**src/rtl/licznik_timer.sv**
```systemverilog
// Programmable 8-bit timer/counter with prescaler; emits a one-cycle timer_int pulse
// on overflow (free-run) or compare match (CTC).
module licznik_timer #(
  parameter int unsigned WIDTH   = 8,
  parameter int unsigned PRESC_W = 7
) (
  input  logic             clk,
  input  logic             rst,
  input  logic             wr_en,
  input  logic [1:0]       wr_addr,
  input  logic [WIDTH-1:0] wr_data,
  output logic [WIDTH-1:0] cnt_value,
  output logic             timer_int
);

  localparam logic [1:0] AddrCtrl = 2'd0;
  localparam logic [1:0] AddrCmp  = 2'd1;
  localparam logic [1:0] AddrCnt  = 2'd2;

  typedef enum logic [0:0] {StStop, StRun} state_e;

  state_e               state_q, state_d;
  logic                 mode_q, mode_d;
  logic [2:0]           psel_q, psel_d;
  logic [WIDTH-1:0]     cmp_q, cmp_d;
  logic [WIDTH-1:0]     cnt_q, cnt_d;
  logic [PRESC_W-1:0]   presc_q, presc_d;
  logic                 int_q, int_d;
  logic [PRESC_W-1:0]   tick_mask;
  logic                 tick;

  always_ff @(posedge clk or negedge rst) begin
    if (!rst) begin
      state_q <= StStop;
      mode_q  <= 1'b0;
      psel_q  <= 3'd0;
      cmp_q   <= '0;
      cnt_q   <= '0;
      presc_q <= '0;
      int_q   <= 1'b0;
    end else begin
      state_q <= state_d;
      mode_q  <= mode_d;
      psel_q  <= psel_d;
      cmp_q   <= cmp_d;
      cnt_q   <= cnt_d;
      presc_q <= presc_d;
      int_q   <= int_d;
    end
  end

  // Tick when the low psel prescaler bits are all ones; psel=0 gives an empty mask.
  always_comb begin
    tick_mask = PRESC_W'((1 << psel_q) - 1);
    tick      = (state_q == StRun) && ((presc_q & tick_mask) == tick_mask);
  end

  always_comb begin
    state_d = state_q;
    mode_d  = mode_q;
    psel_d  = psel_q;
    cmp_d   = cmp_q;
    cnt_d   = cnt_q;
    int_d   = 1'b0;
    presc_d = (state_q == StRun) ? presc_q + PRESC_W'(1) : '0;

    // The tick always uses the current CTRL/CMP; writes land for the next cycle.
    if (tick) begin
      if (mode_q && (cnt_q == cmp_q)) begin
        cnt_d = '0;
        int_d = 1'b1;
      end else begin
        cnt_d = cnt_q + WIDTH'(1);
        int_d = !mode_q && (cnt_q == '1);
      end
    end

    if (wr_en) begin
      case (wr_addr)
        AddrCtrl: begin
          state_d = wr_data[0] ? StRun : StStop;
          mode_d  = wr_data[1];
          psel_d  = wr_data[4:2];
          presc_d = '0;
        end
        AddrCmp: cmp_d = wr_data;
        AddrCnt: begin
          // A CNT write overrides a coincident tick, including its pulse.
          cnt_d = wr_data;
          int_d = 1'b0;
        end
        default: ;
      endcase
    end
  end

  assign cnt_value = cnt_q;
  assign timer_int = int_q;

endmodule

```
**config.mk**
```make
export PLATFORM = sky130hd
export DESIGN_NAME = licznik_timer
export DESIGN_NICKNAME = d
export VERILOG_FILES = /design/src/rtl/licznik_timer.sv
export SDC_FILE = /design/constraint.sdc
export NUM_CORES = 1
export LEC_CHECK = 0
export BUFFER_PORTS_ARGS = -buffer_cell sky130_fd_sc_hd__buf_4
export CAP_MARGIN = 20
export CORE_ASPECT_RATIO = 1.75
export CORE_MARGIN = 2
export CORE_UTILIZATION = 35
export CTS_CLUSTER_DIAMETER = 30
export DETAILED_ROUTE_END_ITERATION = 8
export HOLD_SLACK_MARGIN = 0.02
export SYNTH_ARGS = -nofsm -noshare
export SYNTH_HDL_FRONTEND = slang
export SYNTH_SLANG_ARGS = --single-unit
```
**constraint.sdc**
```tcl
create_clock -name clk -period 5.45 [get_ports clk]
set_clock_uncertainty 0.2 [all_clocks]
set_input_delay 0.545 -clock clk [delete_from_list [all_inputs] [get_ports clk]]
set_output_delay 0.545 -clock clk [all_outputs]
set_load 0.03 [all_outputs]
```
==> out/metrics.cfg, run 1 <==
[die]
die_height_um=89.9
core.rowCount=31
io_pins=22
start_util_pct=35.9
die_x_um=53.1
die_area_um2=4770
core-area_um2=4110

[route]
wl_per_cell_um=14.7
wl_um=3190
firstDrtPassIters=4
viasPerCell=5.14
num_vias=1115
drcViolationCount=0
detail-route-antenna-nets=0
drtIter0Drc=14

[setup_path]
path_class=reg2reg
path_max_fanout=17
rr_worst_depth=6
reg2reg_slack_ns=3.18
reg2reg_to=cnt_value[3]
crit_path_end_kind=flop
cp_cell_sequence=and2_4 > nand3_2 > o21ai_2 > o2111ai_2 > or4b_1 > a31oi_1
r2r_start=presc_q[0]
required_ns=5.45
start_kind=flop
cpPeakStageDelay_ns=0.62
crit_arrival_ns=2.27
cpMaxStageDelayCell=or4b_1

[grt]
antenna_found_initial=0
grt_usage_pct=14.8
grt_pass1_wl_um=5200
grt_pass1_vias=1117
grt_overflow=0
grt_max_degree=30

[logic_synthesis]
synth_top_cell_by_area=dfrtp_1
synth_common_cells=29 x dfrtp_1, 19 x nor2_1, 11 x mux2_2
synth_most_common_cell=dfrtp_1
postSynthAreaPerCell_um2=10.5
ys_ff_latch=29
synthesis.area_um2=1480
synthArstFlopShare_pct=100
synth_top_cells_by_area=dfrtp_1 49%, mux2_2 8.4%, xnor2_1 5.3%
synth_fp_nets=156
ys_seq_area_share_pct=49.2
ys_dominant_reg_cell=dfrtp_1
yosys_warnings=0
netlist.area_leader.share_pct=49.2
synth_edf_count=0
syn_inst=141
synth_cell_types=35

[timing]
max_freq_mhz=441
finalSetupViolations=0
fin_crit_sh_pct=41.6
holdWs_ns=0.291
finalCriticalPeriod_ns=2.27
setup_tns_ns=0
rsz0062_at_grt=false
worst-slew-pin-transition_ns=0.819
finalHoldViolCount=0
relSlewSlack_pct=45.3
maxSlewViolCount=0

[clock_network]
clk_pin_slew_worst_paths_ns=0.06
postCtsSetupBuffers=0
cts_root_buf=clkbuf_8
clock_latency_ns=0.28
htree_levels=2
clock_path_buffers=2
numCtsBuffers=5
tritoncts=built
clock_sink_count=29

[placement]
place_area_um2=1670
dp_hpwl_um=2360
gp_congestion=0.768
port_buffers=21

[power_and_ir_drop]
ir_worst_vdd_mv=0.243
p_per_area_nw_per_um2=375
power.leakage_nw=0.735

[layout]
final_nets=182
drive_above_1_share_pct=26.2
area_growth_pct=19.8
finalInstanceArea_um2=1770
diodes=0

[job]
maxCapViolations=0

[worst_hold_path]
worstHoldPathType=reg2reg
hold_depth=1
whs_endpoint=presc_q[0]
hold_path_startpoint=presc_q[0]

[run_status]
status=finished, final reports clean

## report_power, final
| part | switching [mW] | total, mW | leakage (nW) | internal [mW] |
|---|---|---|---|---|
| Combinational | 0.105 | 0.196 | 0.342 | 0.0913 |
| Sequential | 0.0451 | 0.298 | 0.354 | 0.253 |
| Clock | 0.0770 | 0.167 | 0.0395 | 0.0905 |
## cells in the final DEF, fill, tap and decap left out, types with 4 or more instances in the layout
cell,count
nand2_1,9
xnor2_1,9
mux2_2,11
clkbuf_8,5
or4b_1,4
dfrtp_1,29
o21ai_0,9
buf_4,21
nor2_1,19
a31oi_1,9
nand3_1,4
## routing by layer
layer | part of all wire [%] | track usage (%) | vias to the layer above
met5 | 0 | 0 | -
met4 | 1.3 | 5.34 | 0
met1 | 40 | 16.7 | 535
met2 | 54 | 24.9 | 22
li1 | - | - | 553
met3 | 4.1 | 4.98 | 5
## through the flow
step	util (%)	cells	power [mW]	setup slack [ns]
2_1_floorplan	-	141	0.426	3.47
3_3_place_gp	40.6	207	0.495	2.99
3_5_place_dp	40.6	207	0.500	2.96
4_1_cts	42.8	216	0.670	2.94
5_1_grt	43.0	217	0.701	3.09
6_report	43.0	217	0.662	3.18
## worst max-delay path: cells and delay by family, from the launching register on
family,cells,cell delay (ns)
AND/OR/NAND/NOR,3,0.89
AO/OA/AOI/OAI,3,0.71
flip-flops,1,0.39
## cell families (layout without fill, tap and decap cells)
family,after synthesis,in the layout,synth area share (%)
AO/OA/AOI/OAI,24,24,10.0
XOR/XNOR,12,12,7.13
adder cells (fa/ha/maj),2,2,1.70
buffers and inverters,6,33,2.21
flip-flops,29,29,49.2
multiplexers,11,11,8.40
AND/OR/NAND/NOR,57,57,21.4
## state kept, by name, indices dropped and copies added, names as in the netlist
register and cells:
presc_q 7, psel_q 3, state_q 1, cnt_value 8
timer_int 1, cmp_q 8, mode_q 1
## how the worst max path moves through the flow
stage                     cells after the start          from            to  slack (ns)
after floorplan                               5  cnt_value[0]  cnt_value[6]        3.47
after global placement                        6  cnt_value[5]  cnt_value[5]        2.99
after detailed placement                      6  cnt_value[5]  cnt_value[5]        2.96
after CTS                                     6  cnt_value[5]  cnt_value[5]        2.94
after global routing                          6    presc_q[0]  cnt_value[3]        3.09
final                                         6    presc_q[0]  cnt_value[3]        3.18
## area by class of cell
cell class / instances / area, um2
clock buffer: 8 / 80.1
fill: 404 / 2340
inverter: 2 / 7.51
multi-input combinational: 106 / 717
sequential: 29 / 726
tap: 49 / 61.3
timing repair buffer: 23 / 175
## timing repair
action	CTS	global route
resized for setup	0	0
hold buffers	1	0
endpoints found under the setup margin	0	0
endpoints found under the hold margin	29	0
Power figures use the tool's default switching activity.
==> run 2, diff against run 1 <==
==> constraint.sdc (replaced) <==
create_clock -name clk -period 2.3 [get_ports clk]
set_clock_uncertainty 0.2 [all_clocks]
set_input_delay 0.23 -clock clk [delete_from_list [all_inputs] [get_ports clk]]
set_output_delay 0.23 -clock clk [all_outputs]
set_load 0.03 [all_outputs]
==> run 2 against run 1 <==
Cell count up 4.1%. Largest cell class unchanged. Largest power group unchanged. Worst hold slack worse by 0.11 ns. First-iteration DRC count up 130%. Clock power rose to 2.5 times the previous value. Power up 140%.
==> out/metrics.cfg, run 2 (synthesis results as in run 1) <==
[grt]
grt_max_degree=30
antenna_found_initial=0
grt_usage_pct=15.7
grt_pass1_wl_um=5600
grt_pass1_vias=1219
grt_overflow=0

[power_and_ir_drop]
p_int_mw=1.06
ir_worst_vdd_mv=0.681
p_comb_share_pct=29.8
p_per_area_nw_per_um2=859
power.leakage_nw=0.783
clkPwrFrac_pct=26.1
switchingPower_uw=540
switching_share_pct=33.6
seq_power_share_pct=44.2

[timing]
rsz0062_at_grt=false
finalHoldViolCount=0
finalCriticalPeriod_ns=2.13
finalSetupViolations=0
maxSlewViolCount=0
max_freq_mhz=469
worst-slew-pin-transition_ns=0.518
relSlewSlack_pct=65.4
fin_crit_sh_pct=92.8
setup_tns_ns=0

[layout]
layout_commonest_cell=dfrtp_1
final_nets=192
nFillCells=412
drive_above_1_share_pct=26.6
diodes=0
finalInstanceArea_um2=1870
area_growth_pct=26.6
mostFrequentLayoutCells=29 x dfrtp_1, 24 x buf_4, 19 x nor2_1

[setup_path]
cp_cell_sequence=and2_4 > nand3_2 > o21ai_2 > o2111ai_2 > buf_4 > or4b_1 > a31oi_1
cp_num_buf_inv=1
r2r_start=presc_q[0]
reg2reg_slack_ns=0.17
start_kind=flop
cpMaxStageDelayCell=or4b_1
crit_path_end_kind=flop
rr_worst_depth=7
path_delay_family=simple AND/OR/NAND/NOR gates
crit_path_start=presc_q[0]
reg2reg_to=cnt_value[5]
path_max_fanout=17
timing.critical_path.to=cnt_value[5]
crit_arrival_ns=2.13
path_depth=7
cpPeakStageDelay_ns=0.51
required_ns=2.30
path_class=reg2reg

[clock_network]
htree_levels=2
clock_sink_count=29
clock_latency_ns=0.28
cts_root_buf=clkbuf_8
postCtsSetupBuffers=0
tritoncts=built
cts.repair.resized=0
numCtsBuffers=5
cts_hold_buffers=9
clk_pin_slew_worst_paths_ns=0.06
clock_path_buffers=2

[route]
detail-route-antenna-nets=0
wl_per_cell_um=14.4
drtIter0Drc=32
firstDrtPassIters=4
wl_um=3250
drcViolationCount=0
viasPerCell=5.27
num_vias=1190

[die]
die_area_um2=4770
die_x_um=53.1
core.rowCount=31
core-area_um2=4110
io_pins=22
start_util_pct=35.9
die_height_um=89.9

[placement]
gp_congestion=0.797
place_area_um2=1690
port_buffers=21
dp_hpwl_um=2390

[run_status]
status=finished, final reports clean

[job]
maxCapViolations=0

[worst_hold_path]
worstHoldPathType=in2reg

run 2: cell count changes in the layout (fill, tap and decap cells not counted):
cell / previous run / this run
dlygate4sd3_1: 1 / 9
buf_4: 21 / 24
clkbuf_1: 3 / 1
clkbuf_4: 1 / 0
clkbuf_8: 5 / 6
run 2: worst min-delay path by stage:
| stage | from | endpoint | cells past startpoint |
|---|---|---|---|
| after CTS | wr_addr[0] | state_q | 5 |
| after global routing | wr_addr[0] | state_q | 5 |
| after global placement | rst | cnt_value[4] | 1 |
| after floorplan | rst | cmp_q[0] | 0 |
| final | wr_addr[0] | state_q | 5 |
| after detailed placement | rst | psel_q[2] | 1 |
run 2: area by class of cell:
class | instances | area [um2] | share of cell area (%)
sequential | 29 | 726 | 38.8
multi-input combinational | 106 | 717 | 38.4
timing repair buffer | 33 | 270 | 14.5
clock buffer | 7 | 86.3 | 4.62
tap | 49 | 61.3 | 3.28
inverter | 2 | 7.51 | 0.402
run 2: metrics by stage:
step,util [%],setup slack [ns],total power [mW],hold slack (ns),std cells
floorplan,-,0.318,1.01,-0.266,141
global placement,41.1,0.237,1.18,-0.0272,210
detailed placement,41.1,0.171,1.19,-0.0226,210
CTS,45.4,0.142,1.63,0.186,226
global route,45.4,0.0729,1.69,0.227,226
finish,45.4,0.167,1.60,0.185,226
run 2: worst reg2reg max path, cell delays in order (launching register included):
cell,delay (ns)
dfrtp_1,0.40
and2_4,0.19
nand3_2,0.08
o21ai_2,0.15
o2111ai_2,0.12
buf_4,0.20
or4b_1,0.52
a31oi_1,0.19
run 2: power groups by stage:
stage / logic (mW) / registers, mW / clock network, mW
after detailed placement: 0.471 / 0.717 / 0
after CTS: 0.485 / 0.710 / 0.431
after global placement: 0.468 / 0.714 / 0
after floorplan: 0.238 / 0.771 / 0
final: 0.477 / 0.709 / 0.418
after global routing: 0.517 / 0.723 / 0.453
run 2: routing by layer:
| layer | part of all wire [%] | global-route usage, % | vias to the layer above |
|---|---|---|---|
| met2 | 56 | 27.9 | 24 |
| met4 | 1.7 | 5.13 | 0 |
| li1 | - | - | 574 |
| met1 | 39 | 17.4 | 587 |
| met5 | 0 | 0 | - |
| met3 | 3.3 | 3.99 | 5 |
